==> src/rtl/struct_rr_arbiter_pkg.sv <==
// struct_arb_pkg: shared payload type, defaults and output-stage state for struct_rr_arbiter
package struct_arb_pkg;
  typedef struct packed {logic x; int y; time z;} struct_p;
  localparam int N_DEF = 4;
  localparam int CNT_W = 16;
  typedef enum logic {EMPTY, FULL} arb_state_e;
endpackage

==> src/rtl/struct_rr_arbiter_if.sv <==
// struct_rr_arbiter_if: N requester valid/ready/payload channels plus one shared output channel and beat counter
// slave  (arbiter): in req_valid, req_data, out_ready, [req_lock]; out req_ready, out_valid, out_data, out_src, beat_cnt
// master (system):  mirror of slave
// STRUCT_ARB_LOCK_EN adds the per-requester req_lock vector
interface struct_rr_arbiter_if
  import struct_arb_pkg::*;
#(
  parameter type T = struct_p,
  parameter int N = N_DEF,
  parameter int CNT_W = struct_arb_pkg::CNT_W
);
  logic [N-1:0] req_valid;
  T req_data [N];
  logic [N-1:0] req_ready;
`ifdef STRUCT_ARB_LOCK_EN
  logic [N-1:0] req_lock;
`endif
  logic out_valid;
  T out_data;
  logic [$clog2(N)-1:0] out_src;
  logic out_ready;
  logic [CNT_W-1:0] beat_cnt;
`ifdef STRUCT_ARB_LOCK_EN
  modport slave (input req_valid, req_data, req_lock, out_ready,
                 output req_ready, out_valid, out_data, out_src, beat_cnt);
  modport master (output req_valid, req_data, req_lock, out_ready,
                  input req_ready, out_valid, out_data, out_src, beat_cnt);
`else
  modport slave (input req_valid, req_data, out_ready,
                 output req_ready, out_valid, out_data, out_src, beat_cnt);
  modport master (output req_valid, req_data, out_ready,
                  input req_ready, out_valid, out_data, out_src, beat_cnt);
`endif
endinterface

==> src/rtl/struct_rr_arbiter_pick.sv <==
// rr_pick_mask: combinational round-robin search; first set bit of i_req at or above i_ptr, wrapping N-1 -> 0
// in i_req (N), i_ptr (clog2 N); out o_gnt one-hot, o_idx encoded winner, o_any some request present
module rr_pick_mask
  import struct_arb_pkg::*;
#(
  parameter int N = N_DEF
) (
  input  logic [N-1:0]         i_req,
  input  logic [$clog2(N)-1:0] i_ptr,
  output logic [N-1:0]         o_gnt,
  output logic [$clog2(N)-1:0] o_idx,
  output logic                 o_any
);
  localparam int W = $clog2(N);
  logic [W-1:0] w_idx [N];
  for (genvar k = 0; k < N; k++) begin : g_idx
    assign w_idx[k] = W'((32'(i_ptr) + k) % N);
  end
  // Scan farthest offset first so the nearest requester from i_ptr overwrites and wins.
  always_comb begin
    o_gnt = '0;
    o_idx = '0;
    o_any = 1'b0;
    for (int k = N - 1; k >= 0; k--) begin
      if (i_req[w_idx[k]]) begin
        o_gnt = '0;
        o_gnt[w_idx[k]] = 1'b1;
        o_idx = w_idx[k];
        o_any = 1'b1;
      end
    end
  end
endmodule

==> src/rtl/struct_rr_arbiter.sv <==
// struct_rr_arbiter: N-way round-robin arbiter into one registered output stage of payload type T
// clk, rst_n (async active-low); bus (struct_rr_arbiter_if.slave): request channels, output channel, saturating beat_cnt
// STRUCT_ARB_LOCK_EN: req_lock holds the grant on one requester until it sends a beat with lock clear
module struct_rr_arbiter
  import struct_arb_pkg::*;
#(
  parameter type T = struct_p,
  parameter int N = N_DEF,
  parameter int CNT_W = struct_arb_pkg::CNT_W
) (
  input logic clk,
  input logic rst_n,
  struct_rr_arbiter_if.slave bus
);
  localparam int W = $clog2(N);
  arb_state_e r_state, w_state_nxt;
  T r_data;
  logic [W-1:0] r_src, r_ptr, w_idx;
  logic [CNT_W-1:0] r_cnt;
  logic [N-1:0] w_req, w_gnt;
  logic w_any, w_acc, w_take;
`ifdef STRUCT_ARB_LOCK_EN
  logic r_locked;
  logic [W-1:0] r_lock_id;
  assign w_req = r_locked ? (bus.req_valid & (N'(1) << r_lock_id)) : bus.req_valid;
  // A winner's lock bit decides whether the grant stays with it.
  always_ff @(posedge clk or negedge rst_n)
    if (!rst_n) begin
      r_locked <= 1'b0;
      r_lock_id <= '0;
    end else if (w_take) begin
      r_locked <= bus.req_lock[w_idx];
      r_lock_id <= w_idx;
    end
`else
  assign w_req = bus.req_valid;
`endif
  rr_pick_mask #(.N(N)) u_pick (
    .i_req(w_req),
    .i_ptr(r_ptr),
    .o_gnt(w_gnt),
    .o_idx(w_idx),
    .o_any(w_any)
  );
  assign w_acc = (r_state == EMPTY) || bus.out_ready;
  assign w_take = w_acc && w_any;
  assign bus.req_ready = w_acc ? w_gnt : '0;
  always_comb w_state_nxt = w_take ? FULL : (bus.out_ready ? EMPTY : r_state);
  always_ff @(posedge clk or negedge rst_n)
    if (!rst_n) begin
      r_state <= EMPTY;
      r_data <= '0;
      r_src <= '0;
      r_ptr <= '0;
      r_cnt <= '0;
    end else begin
      r_state <= w_state_nxt;
      if (w_take) begin
        r_data <= bus.req_data[w_idx];
        r_src <= w_idx;
        r_ptr <= (w_idx == W'(N - 1)) ? '0 : w_idx + 1'b1;
        if (!(&r_cnt)) r_cnt <= r_cnt + 1'b1;
      end
    end
  assign bus.out_valid = (r_state == FULL);
  assign bus.out_data = r_data;
  assign bus.out_src = r_src;
  assign bus.beat_cnt = r_cnt;
endmodule

==> src/flat_wrapper.sv <==
// flat-port wrapper written by rule: the top's interface ports become plain ports
module struct_rr_arbiter_flat import struct_arb_pkg::*;
#(
  parameter type T = struct_p,
  parameter int N = N_DEF,
  parameter int CNT_W = struct_arb_pkg::CNT_W
)
  (clk, rst_n, bus_req_valid, bus_req_data, bus_out_ready, bus_req_ready, bus_out_valid, bus_out_data, bus_out_src, bus_beat_cnt);
  struct_rr_arbiter_if #(.T(T), .N(N), .CNT_W(CNT_W)) bus_i ();
  input logic clk;
  input logic rst_n;
  input wire logic [$bits(bus_i.req_valid)-1:0] bus_req_valid;
  input wire logic [$bits(bus_i.req_data)-1:0] bus_req_data;
  input wire logic [$bits(bus_i.out_ready)-1:0] bus_out_ready;
  output wire logic [$bits(bus_i.req_ready)-1:0] bus_req_ready;
  output wire logic [$bits(bus_i.out_valid)-1:0] bus_out_valid;
  output wire logic [$bits(bus_i.out_data)-1:0] bus_out_data;
  output wire logic [$bits(bus_i.out_src)-1:0] bus_out_src;
  output wire logic [$bits(bus_i.beat_cnt)-1:0] bus_beat_cnt;
  assign bus_i.req_valid = bus_req_valid;
  assign bus_i.req_data = {>>{bus_req_data}};
  assign bus_i.out_ready = bus_out_ready;
  assign bus_req_ready = bus_i.req_ready;
  assign bus_out_valid = bus_i.out_valid;
  assign bus_out_data = bus_i.out_data;
  assign bus_out_src = bus_i.out_src;
  assign bus_beat_cnt = bus_i.beat_cnt;
  struct_rr_arbiter #(.T(T), .N(N), .CNT_W(CNT_W)) u_core (.clk(clk), .rst_n(rst_n), .bus(bus_i));
endmodule
==> config.mk <==
export PLATFORM = sky130hd
export DESIGN_NAME = struct_rr_arbiter_flat
export DESIGN_NICKNAME = d
export VERILOG_FILES = /design/src/rtl/struct_rr_arbiter_pkg.sv /design/src/rtl/struct_rr_arbiter_if.sv /design/src/rtl/struct_rr_arbiter_pick.sv /design/src/rtl/struct_rr_arbiter.sv /design/src/flat_wrapper.sv
export SDC_FILE = /design/constraint.sdc
export NUM_CORES = 1
export LEC_CHECK = 0
export BUFFER_PORTS_ARGS = -buffer_cell sky130_fd_sc_hd__buf_2
export CORE_AREA = 2 2 201 203
export DETAILED_ROUTE_END_ITERATION = 8
export DIE_AREA = 0 0 203 205
export MAX_ROUTING_LAYER = met4
export SLEW_MARGIN = 30
export SYNTH_ARGS = -nofsm -noshare
export SYNTH_HDL_FRONTEND = slang
export SYNTH_SLANG_ARGS = --single-unit
==> constraint.sdc <==
create_clock -name clk -period 3.1 [get_ports clk]
set_input_delay 0.155 -clock clk [delete_from_list [all_inputs] [get_ports clk]]
set_output_delay 0.155 -clock clk [all_outputs]
set_load 0.02 [all_outputs]
==> results of run 1 <==
routing by layer:
layer,vias to the layer above,track usage,part of all wire
met3,61,0.0401,0.073
met2,461,0.290,0.48
li1,4595,-,-
met4,0,0.0774,0.030
met5,-,-,0
met1,4720,0.218,0.41
metrics by stage:
| stage | total power, mW | worst slack (ps) |
|---|---|---|
| detailed placement | 11.1 | -5.17 |
| floorplan | 7.99 | 2.61 |
| global route | 14.1 | 32.6 |
| finish | 13.3 | 38.7 |
| CTS | 13.3 | 19.0 |
| global placement | 10.9 | 18.2 |
registers in the layout (all words and copies together), names as in the netlist:
signal                flops
u_core.bus.out_data      97
u_core.bus.out_valid      1
u_core.bus.beat_cnt      16
u_core.r_ptr              2
u_core.bus.out_src        2
layout make-up:
class / count / area (um^2)
Antenna cell: 7 / 17.5
Clock buffer: 20 / 457
Clock inverter: 12 / 176
Fill cell: 4137 / 26600
Inverter: 6 / 22.5
Multi-Input combinational cell: 710 / 5340
Sequential cell: 118 / 2950
Tap cell: 525 / 657
Timing Repair Buffer: 565 / 3160
how the worst min path moves through the flow:
stage | start | endpoint | slack, ps | depth (start not counted)
after CTS | bus_req_data[240] | u_core.bus.out_data[46] | 8 | 3
after global routing | bus_req_data[225] | u_core.bus.out_data[31] | 30 | 3
after global placement | rst_n | u_core.bus.out_data[58] | 100 | 1
after detailed placement | rst_n | u_core.bus.out_data[58] | 100 | 1
after floorplan | rst_n | u_core.bus.beat_cnt[0] | -140 | 0
final | bus_req_data[240] | u_core.bus.out_data[46] | 40 | 3
synthesized netlist by cell type, types with 18 or more instances:
| cell type | instances | area, um^2 |
|---|---|---|
| a2111oi_0 | 96 | 841 |
| a211oi_1 | 97 | 728 |
| a22o_1 | 96 | 841 |
| and2_0 | 22 | 138 |
| and2_1 | 77 | 482 |
| buf_2 | 18 | 90.1 |
| clkbuf_1 | 60 | 225 |
| dfrtp_1 | 118 | 2950 |
| mux2i_1 | 100 | 1000 |
| nand2_1 | 29 | 109 |
| nor2_1 | 109 | 409 |
report_power, final:
group | switching (mW) | total [mW] | internal [mW]
sequential | 0.454 | 2.72 | 2.27
clock | 0.813 | 2.20 | 1.38
combinational | 4.93 | 8.38 | 3.45
total | 6.20 | 13.3 | 7.10
tightest hold or removal path, cell delays in order:
cell and delay [ps]:
buf_2 90, mux2i_1 110, a211oi_1 80
cells by family after synthesis:
logic type / Yosys count
compound gates: 318
flops: 118
simple gates: 261
fa+ha+maj: 10
buf+inv: 97
xor+xnor: 14
mux: 106
timing repair:
item	CTS	global route
hold buffers	1	0
gates resized for setup	3	5
cloned	0	1
setup endpoints to repair	3	15
endpoints found under the hold margin	23	0
==> out/metrics.yaml, run 1 <==
status: "completed"
rr_worst_depth: 9
peakVddDrop_uv: 488
initial_core_util: 0.220
layout.cells.non_filler: 1963
via_per_inst: 5.01
most-common-layout-cells: "513 x buf_2, 118 x dfrtp_1, 107 x nor2_1"
root_buffer: "clkbuf_16"
ys_seq_elements: 118
grt_setup_unrepaired: "no"
io_buffers: 514
critPathBufInv: 2
synth_simple_gate_area_frac: 0.150
cts_htree_levels: 4
grt_max_degree: 101
crit_start: "u_core.r_ptr[0]"
synth_edf_count: 0
synthesis.nets: 1329
drv_slew: 0
drt_iter0_markers: 582
syn_to_final_growth_pct: 47.6
end_kind: "flop"
synth-adder-area-share: 0.0144
syn_area_um2: 8660
drive_gt1_frac: 0.430
setup_viol: 0
r2r_start: "u_core.r_ptr[0]"
ys_types: 44
design_area_um2: 12800
fin_util: 0.325
core_um2: 39400
reg2reg_to: "u_core.bus.out_data[43]"
crit_chain: "inv_2 -> ha_1 -> mux4_2 -> nor2b_4 -> nor3_4 -> buf_12 -> and2_1 -> a2111oi_0 -> a211oi_1"
firstDrtPassIters: 5
critPathKind: "flop to flop"
wl_mm: 38.7
postRouteAntennaNets: 0
grt_antenna_before_repair: 7
fmax_mhz: 327
wire_per_inst_um: 19.7
start_kind: "flop"
cts_tree: "built"
grt_pass1_wl_mm: 56.0
fin_tns_setup_ps: 0
yosys_most_used_dff: "dfrtp_1"
slowest_stage: "a2111oi_0"
yosysWarnings: 0
die_y_um: 205
critical_path_depth: 9
syn_area_per_cell_um2: 9.37
endpoint: "u_core.bus.out_data[43]"
hold_viol_final: 0
slowest_delay_ps: 750
dp_cells: 1922
ios: 515
holdWs_ps: 36.0
gr-total-overflow: 0
cp_max_fo: 41
post-cts-setup-buffer-count: 0
hold_path.class: "input port to flop"
clk_pin_slew_ps: 60
gp_congestion: 0.935
worstPathArrival_ps: 3350
synthCells: 924
yosys-mux-area-fraction: 0.127
tightest_slew_ps: 1080
synth_xor_area_frac: 0.0142
placed_cell_area_um2: 12100
async_reset_ff_frac: 1.00
synth_compound_area_frac: 0.302
numCtsBuffers: 17
die_x_um: 203
max-cap-violations: 0
post-route-min-period_ps: 3060
numClockSinks: 118
final_common_cell: "buf_2"
dpl.hpwl_mm: 28.5
synth_top_family_by_area: "compound AO/OA/AOI/OAI gates"
p_per_area_nw_per_um2: 1040
nets: 1823
slew_headroom: 0.280
fp-row-count: 73
post-route-period-util: 0.988
globalRouteTotalUtil: 0.180
ys_seq_area_frac: 0.341
r2r_slack_ps: 40
first_global_vias: 9775
cts_buffer_depth: 2
drc: 0
clock_latency_ps: 450
dieArea_um2: 41600
critPathRequiredTime_ps: 3390
leakagePower_nw: 6.09
fin_skew_ps: 5.82
vias: 9837
crit_family: "compound AO/OA/AOI/OAI gates"
No activity file was read; power rests on OpenSTA's default activity.
==> inputs of run 2 (changes only) <==
==> constraint.sdc (replaced) <==
create_clock -name clk -period 3.4 [get_ports clk]
set_input_delay 0.17 -clock clk [delete_from_list [all_inputs] [get_ports clk]]
set_output_delay 0.17 -clock clk [all_outputs]
set_load 0.02 [all_outputs]
==> run 2 against run 1 <==
Final area fell by 0.92%. Largest power group unchanged. Power fell by 10%. Global-route usage rose by 0.11 points. Clock power shrank 5%. Worst setup slack better by 190 ps.
==> out/metrics.yaml, run 2 (same netlist as run 1, synthesis figures left out) <==
status: "completed"
vias: 9731  # -1.1%
peakVddDrop_uv: 498  # +2.0%
cts_tree: "built"
initial_core_util: 0.220  # unchanged
tightest_slew_ps: 1000  # -78.3 ps
grt_antenna_before_repair: 3  # -4
max-cap-violations: 0  # unchanged
drt_iter0_markers: 665  # +14%
fp-row-count: 73  # unchanged
numCtsBuffers: 17  # unchanged
grt_setup_unrepaired: "no"
worstPathArrival_ps: 3450  # +100 ps
fmax_mhz: 315  # -3.5%
hold_path.class: "input port to flop"
first_global_vias: 9809  # +0.35%
leakagePower_nw: 6.03  # -0.98%
nets: 1813  # -0.55%
placed_cell_area_um2: 12000  # -0.87%
setup_viol: 0  # unchanged
holdWs_ps: 58.8  # +22.8 ps
cp_max_fo: 50  # +22%
critPathKind: "flop to flop"
postRouteAntennaNets: 0  # unchanged
most-common-layout-cells: "513 x buf_2, 118 x dfrtp_1, 108 x nor2_1"
final_common_cell: "buf_2"
gp_congestion: 0.944  # +0.91%
clk_pin_slew_ps: 60  # about the same
die_y_um: 205  # unchanged
cts_htree_levels: 4  # unchanged
grt_pass1_wl_mm: 56.5  # +0.90%
drive_gt1_frac: 0.424  # -0.00612
clock_latency_ps: 450  # about the same
drv_slew: 0  # unchanged
fin_skew_ps: 5.19  # -0.628 ps
io_buffers: 514  # unchanged
numClockSinks: 118  # unchanged
syn_to_final_growth_pct: 46.2
ios: 515  # unchanged
p_total_mw: 12.0  # -10%
gr-total-overflow: 0  # unchanged
start_kind: "flop"
dieArea_um2: 41600  # unchanged
die_x_um: 203  # unchanged
post-route-period-util: 0.933  # -0.0549
wl_mm: 38.0  # -1.7%
design_area_um2: 12700  # -0.92%
wire_per_inst_um: 19.5  # -0.95%
slew_headroom: 0.315  # +0.0349
dpl.hpwl_mm: 28.5  # about the same
cts_buffer_depth: 2  # unchanged
critPathRequiredTime_ps: 3680  # +290 ps
firstDrtPassIters: 5  # unchanged
drc: 0  # unchanged
fin_util: 0.322  # -0.00299
globalRouteTotalUtil: 0.182  # +0.00105
fin_tns_setup_ps: 0  # unchanged
largest_reg_flops: 97  # unchanged
via_per_inst: 5.00  # -0.32%
post-route-min-period_ps: 3170  # +110 ps
end_kind: "flop"
hold_viol_final: 0  # unchanged
core_um2: 39400  # unchanged
root_buffer: "clkbuf_16"
p_per_area_nw_per_um2: 945  # -9.1%
grt_max_degree: 56  # -45%
## run 2: final cells by class
class / instances / area (um^2)
clock inverters: 14 / 225
clock buffers: 18 / 429
inverters: 6 / 22.5
flip-flops and latches: 118 / 2950
well taps: 525 / 657
multi-input cells: 709 / 5320
fillers: 4163 / 26700
repair buffers: 556 / 3060
diodes: 2 / 5.00
## run 2: routing by layer
metal | track usage | part of all wire | up-vias
met4 | 0.0597 | 0.023 | 0
li1 | - | - | 4559
met5 | - | 0 | -
met2 | 0.295 | 0.49 | 440
met3 | 0.0449 | 0.069 | 50
met1 | 0.221 | 0.42 | 4682
## run 2: path summary, 6_finish.rpt
| kind | start | end | slack (ps) | cells past startpoint |
|---|---|---|---|---|
| worst min register to register | u_core.bus.beat_cnt[10] | u_core.bus.beat_cnt[10] | 490 | 1 |
| min in group asynchronous | rst_n | u_core.bus.beat_cnt[6] | 190 | 2 |
| worst max register to register | u_core.r_ptr[1] | u_core.bus.out_data[16] | 230 | 8 |
| max in group asynchronous | rst_n | u_core.bus.out_data[69] | 2560 | 3 |
| worst max-delay path | u_core.r_ptr[1] | u_core.bus.out_data[16] | 230 | 8 |
| worst min-delay path | bus_req_data[262] | u_core.bus.out_data[68] | 60 | 3 |
## run 2: worst max-delay path, cell delays in order, from the launching register on
cell       delay (ps)
dfrtp_1           350
inv_1             100
ha_1              340
mux4_2            640
o21ai_1           290
nand2_4            90
buf_12            180
a2111oi_0         920
a211oi_1          100
## run 2: where the power goes
part	total, mW	internal, mW	switching (mW)
Sequential	2.47	2.07	0.405
Combinational	7.41	2.99	4.42
Clock	2.09	1.31	0.776
Total	12.0	6.37	5.60
## run 2: timing repair
| action | CTS | global route |
|---|---|---|
| setup buffers | 0 | 0 |
| gates resized for setup | 0 | 0 |
| hold buffers | 1 | 0 |
| endpoints found under the hold margin | 25 | 0 |
## run 2: through the flow
| step | setup slack (ps) | std cells |
|---|---|---|
| floorplan | 160 | 924 |
| global placement | 397 | 1913 |
| detailed placement | 376 | 1913 |
| CTS | 364 | 1946 |
| global route | 186 | 1948 |
| finish | 229 | 1948 |
==> inputs of run 3 (changes only) <==
--- a/config.mk
+++ b/config.mk
@@ -7,6 +7,7 @@
 export LEC_CHECK = 0
 export BUFFER_PORTS_ARGS = -buffer_cell sky130_fd_sc_hd__buf_2
 export CORE_AREA = 2 2 201 203
+export CTS_BUF_LIST = sky130_fd_sc_hd__clkbuf_16
 export DETAILED_ROUTE_END_ITERATION = 8
 export DIE_AREA = 0 0 203 205
 export MAX_ROUTING_LAYER = met4
==> run 3 against run 2 <==
Die area did not move. Largest cell class unchanged. Non-clock buffer count did not move. Cell count did not move. Register-to-register slack barely moved. Global-route usage did not move. Via count rose by 0.20%. Core utilization did not move. Routed wire length barely moved. Clock power barely moved.
==> out/metrics.yaml, run 3 (same netlist as run 1, synthesis figures left out) <==
nets: 1813  # unchanged
drt_iter0_markers: 665  # unchanged
final_common_cell: "buf_2"
root_buffer: "clkbuf_16"
critPathRequiredTime_ps: 3680  # about the same
status: "completed"
grt_max_degree: 56  # unchanged
numCtsBuffers: 17  # unchanged
firstDrtPassIters: 5  # unchanged
first_global_vias: 9809  # unchanged
globalRouteTotalUtil: 0.182  # unchanged
initial_core_util: 0.220  # unchanged
cts_buffer_depth: 2  # unchanged
max-cap-violations: 0  # unchanged
dieArea_um2: 41600  # unchanged
clock_latency_ps: 450  # about the same
critPathKind: "flop to flop"
grt_pass1_wl_mm: 56.5  # unchanged
leakagePower_nw: 6.04  # about the same
syn_to_final_growth_pct: 46.2  # unchanged
end_kind: "flop"
clk_pin_slew_ps: 60  # about the same
fin_tns_setup_ps: 0  # unchanged
fp-row-count: 73  # unchanged
hold_path.class: "input port to flop"
die_x_um: 203  # unchanged
drive_gt1_frac: 0.424  # unchanged
cts_resized: 0  # unchanged
drv_slew: 0  # unchanged
fin_skew_ps: 5.09  # -0.100 ps
fmax_mhz: 315  # about the same
post-route-period-util: 0.933  # about the same
vias: 9750  # +0.20%
slew_headroom: 0.315  # unchanged
dp_cells: 1913  # unchanged
core_um2: 39400  # unchanged
hold_viol_final: 0  # unchanged
tightest_slew_ps: 1000  # -0.000119 ps
grt_antenna_before_repair: 3  # unchanged
critPathBufInv: 2  # unchanged
gp_congestion: 0.944  # unchanged
setup_viol: 0  # unchanged
crit_chain: "inv_1 -> ha_1 -> mux4_2 -> o21ai_1 -> nand2_4 -> buf_12 -> a2111oi_0 -> a211oi_1"
layout.cells.non_filler: 1948  # unchanged
slowest_delay_ps: 920  # about the same
gr-total-overflow: 0  # unchanged
die_y_um: 205  # unchanged
cp_max_fo: 50  # unchanged
postRouteAntennaNets: 0  # unchanged
r2r_slack_ps: 230  # about the same
slowest_stage: "a2111oi_0"
fillers: 4163  # unchanged
post-route-min-period_ps: 3170  # -0.388 ps
numClockSinks: 118  # unchanged
cts_tree: "built"
ios: 515  # unchanged
drc: 0  # unchanged
peakVddDrop_uv: 498  # about the same
dpl.hpwl_mm: 28.5  # unchanged
wl_mm: 38.0  # about the same
worstPathArrival_ps: 3450  # about the same
io_buffers: 514  # unchanged
p_per_area_nw_per_um2: 945  # about the same
crit_family: "compound AO/OA/AOI/OAI gates"
wire_per_inst_um: 19.5  # about the same
via_per_inst: 5.01  # +0.20%
largest_reg_flops: 97  # unchanged
most-common-layout-cells: "513 x buf_2, 118 x dfrtp_1, 108 x nor2_1"
grt_setup_unrepaired: "no"
cts_htree_levels: 4  # unchanged
start_kind: "flop"
-- run 3: layout make-up --
| class | count | area (um^2) | share of cell area |
|---|---|---|---|
| antenna | 2 | 5.00 | 0.000395 |
| clock buffer | 17 | 425 | 0.0336 |
| clock inverter | 15 | 229 | 0.0181 |
| inverter | 6 | 22.5 | 0.00178 |
| multi-input combinational | 709 | 5320 | 0.420 |
| sequential | 118 | 2950 | 0.233 |
| tap | 525 | 657 | 0.0519 |
| timing repair buffer | 556 | 3060 | 0.241 |
-- run 3: final timing paths --
kind / start / endpoint / cells past startpoint
setup / recovery: u_core.r_ptr[1] / u_core.bus.out_data[16] / 8
hold / removal: bus_req_data[262] / u_core.bus.out_data[68] / 3
setup reg to reg: u_core.r_ptr[1] / u_core.bus.out_data[16] / 8
hold reg to reg: u_core.bus.beat_cnt[10] / u_core.bus.beat_cnt[10] / 1
max in group asynchronous: rst_n / u_core.bus.out_data[69] / 3
min in group asynchronous: rst_n / u_core.bus.beat_cnt[6] / 2
-- run 3: tightest hold or removal path: stages --
cell,delay (ps)
buf_2,100
mux2i_1,120
a211oi_1,80
-- run 3: what timing repair did --
item                      in CTS  in global routing
buffers inserted               0                  0
hold buffers                   1                  0
hold endpoints to repair      25                  0
-- run 3: stage by stage --
stage | hold WS, ps | util | worst slack, ps | cell area [um^2] | total power [mW]
after floorplan | -126 | - | 160 | 8660 | 7.28
after global placement | 112 | 0.305 | 397 | 12000 | 9.76
after detailed placement | 114 | 0.305 | 376 | 12000 | 9.91
after CTS | 23.2 | 0.322 | 364 | 12700 | 12.0
after global routing | 41.5 | 0.322 | 186 | 12700 | 12.7
final | 58.6 | 0.322 | 229 | 12700 | 12.0
-- run 3: per-layer routing --
layer,wire (um),vias up,GRT usage
li1,-,4559,-
met1,16100,4699,0.221
met2,18400,442,0.295
met3,2630,50,0.0449
met4,868,0,0.0597
met5,0,-,-
-- run 3: where the power goes --
group / total, mW / internal (mW) / leakage, nW / switching (mW)
Combinational: 7.41 / 2.99 / 4.38 / 4.42
Sequential: 2.47 / 2.07 / 1.34 / 0.405
Clock: 2.08 / 1.31 / 0.317 / 0.776
Total: 12.0 / 6.37 / 6.04 / 5.60
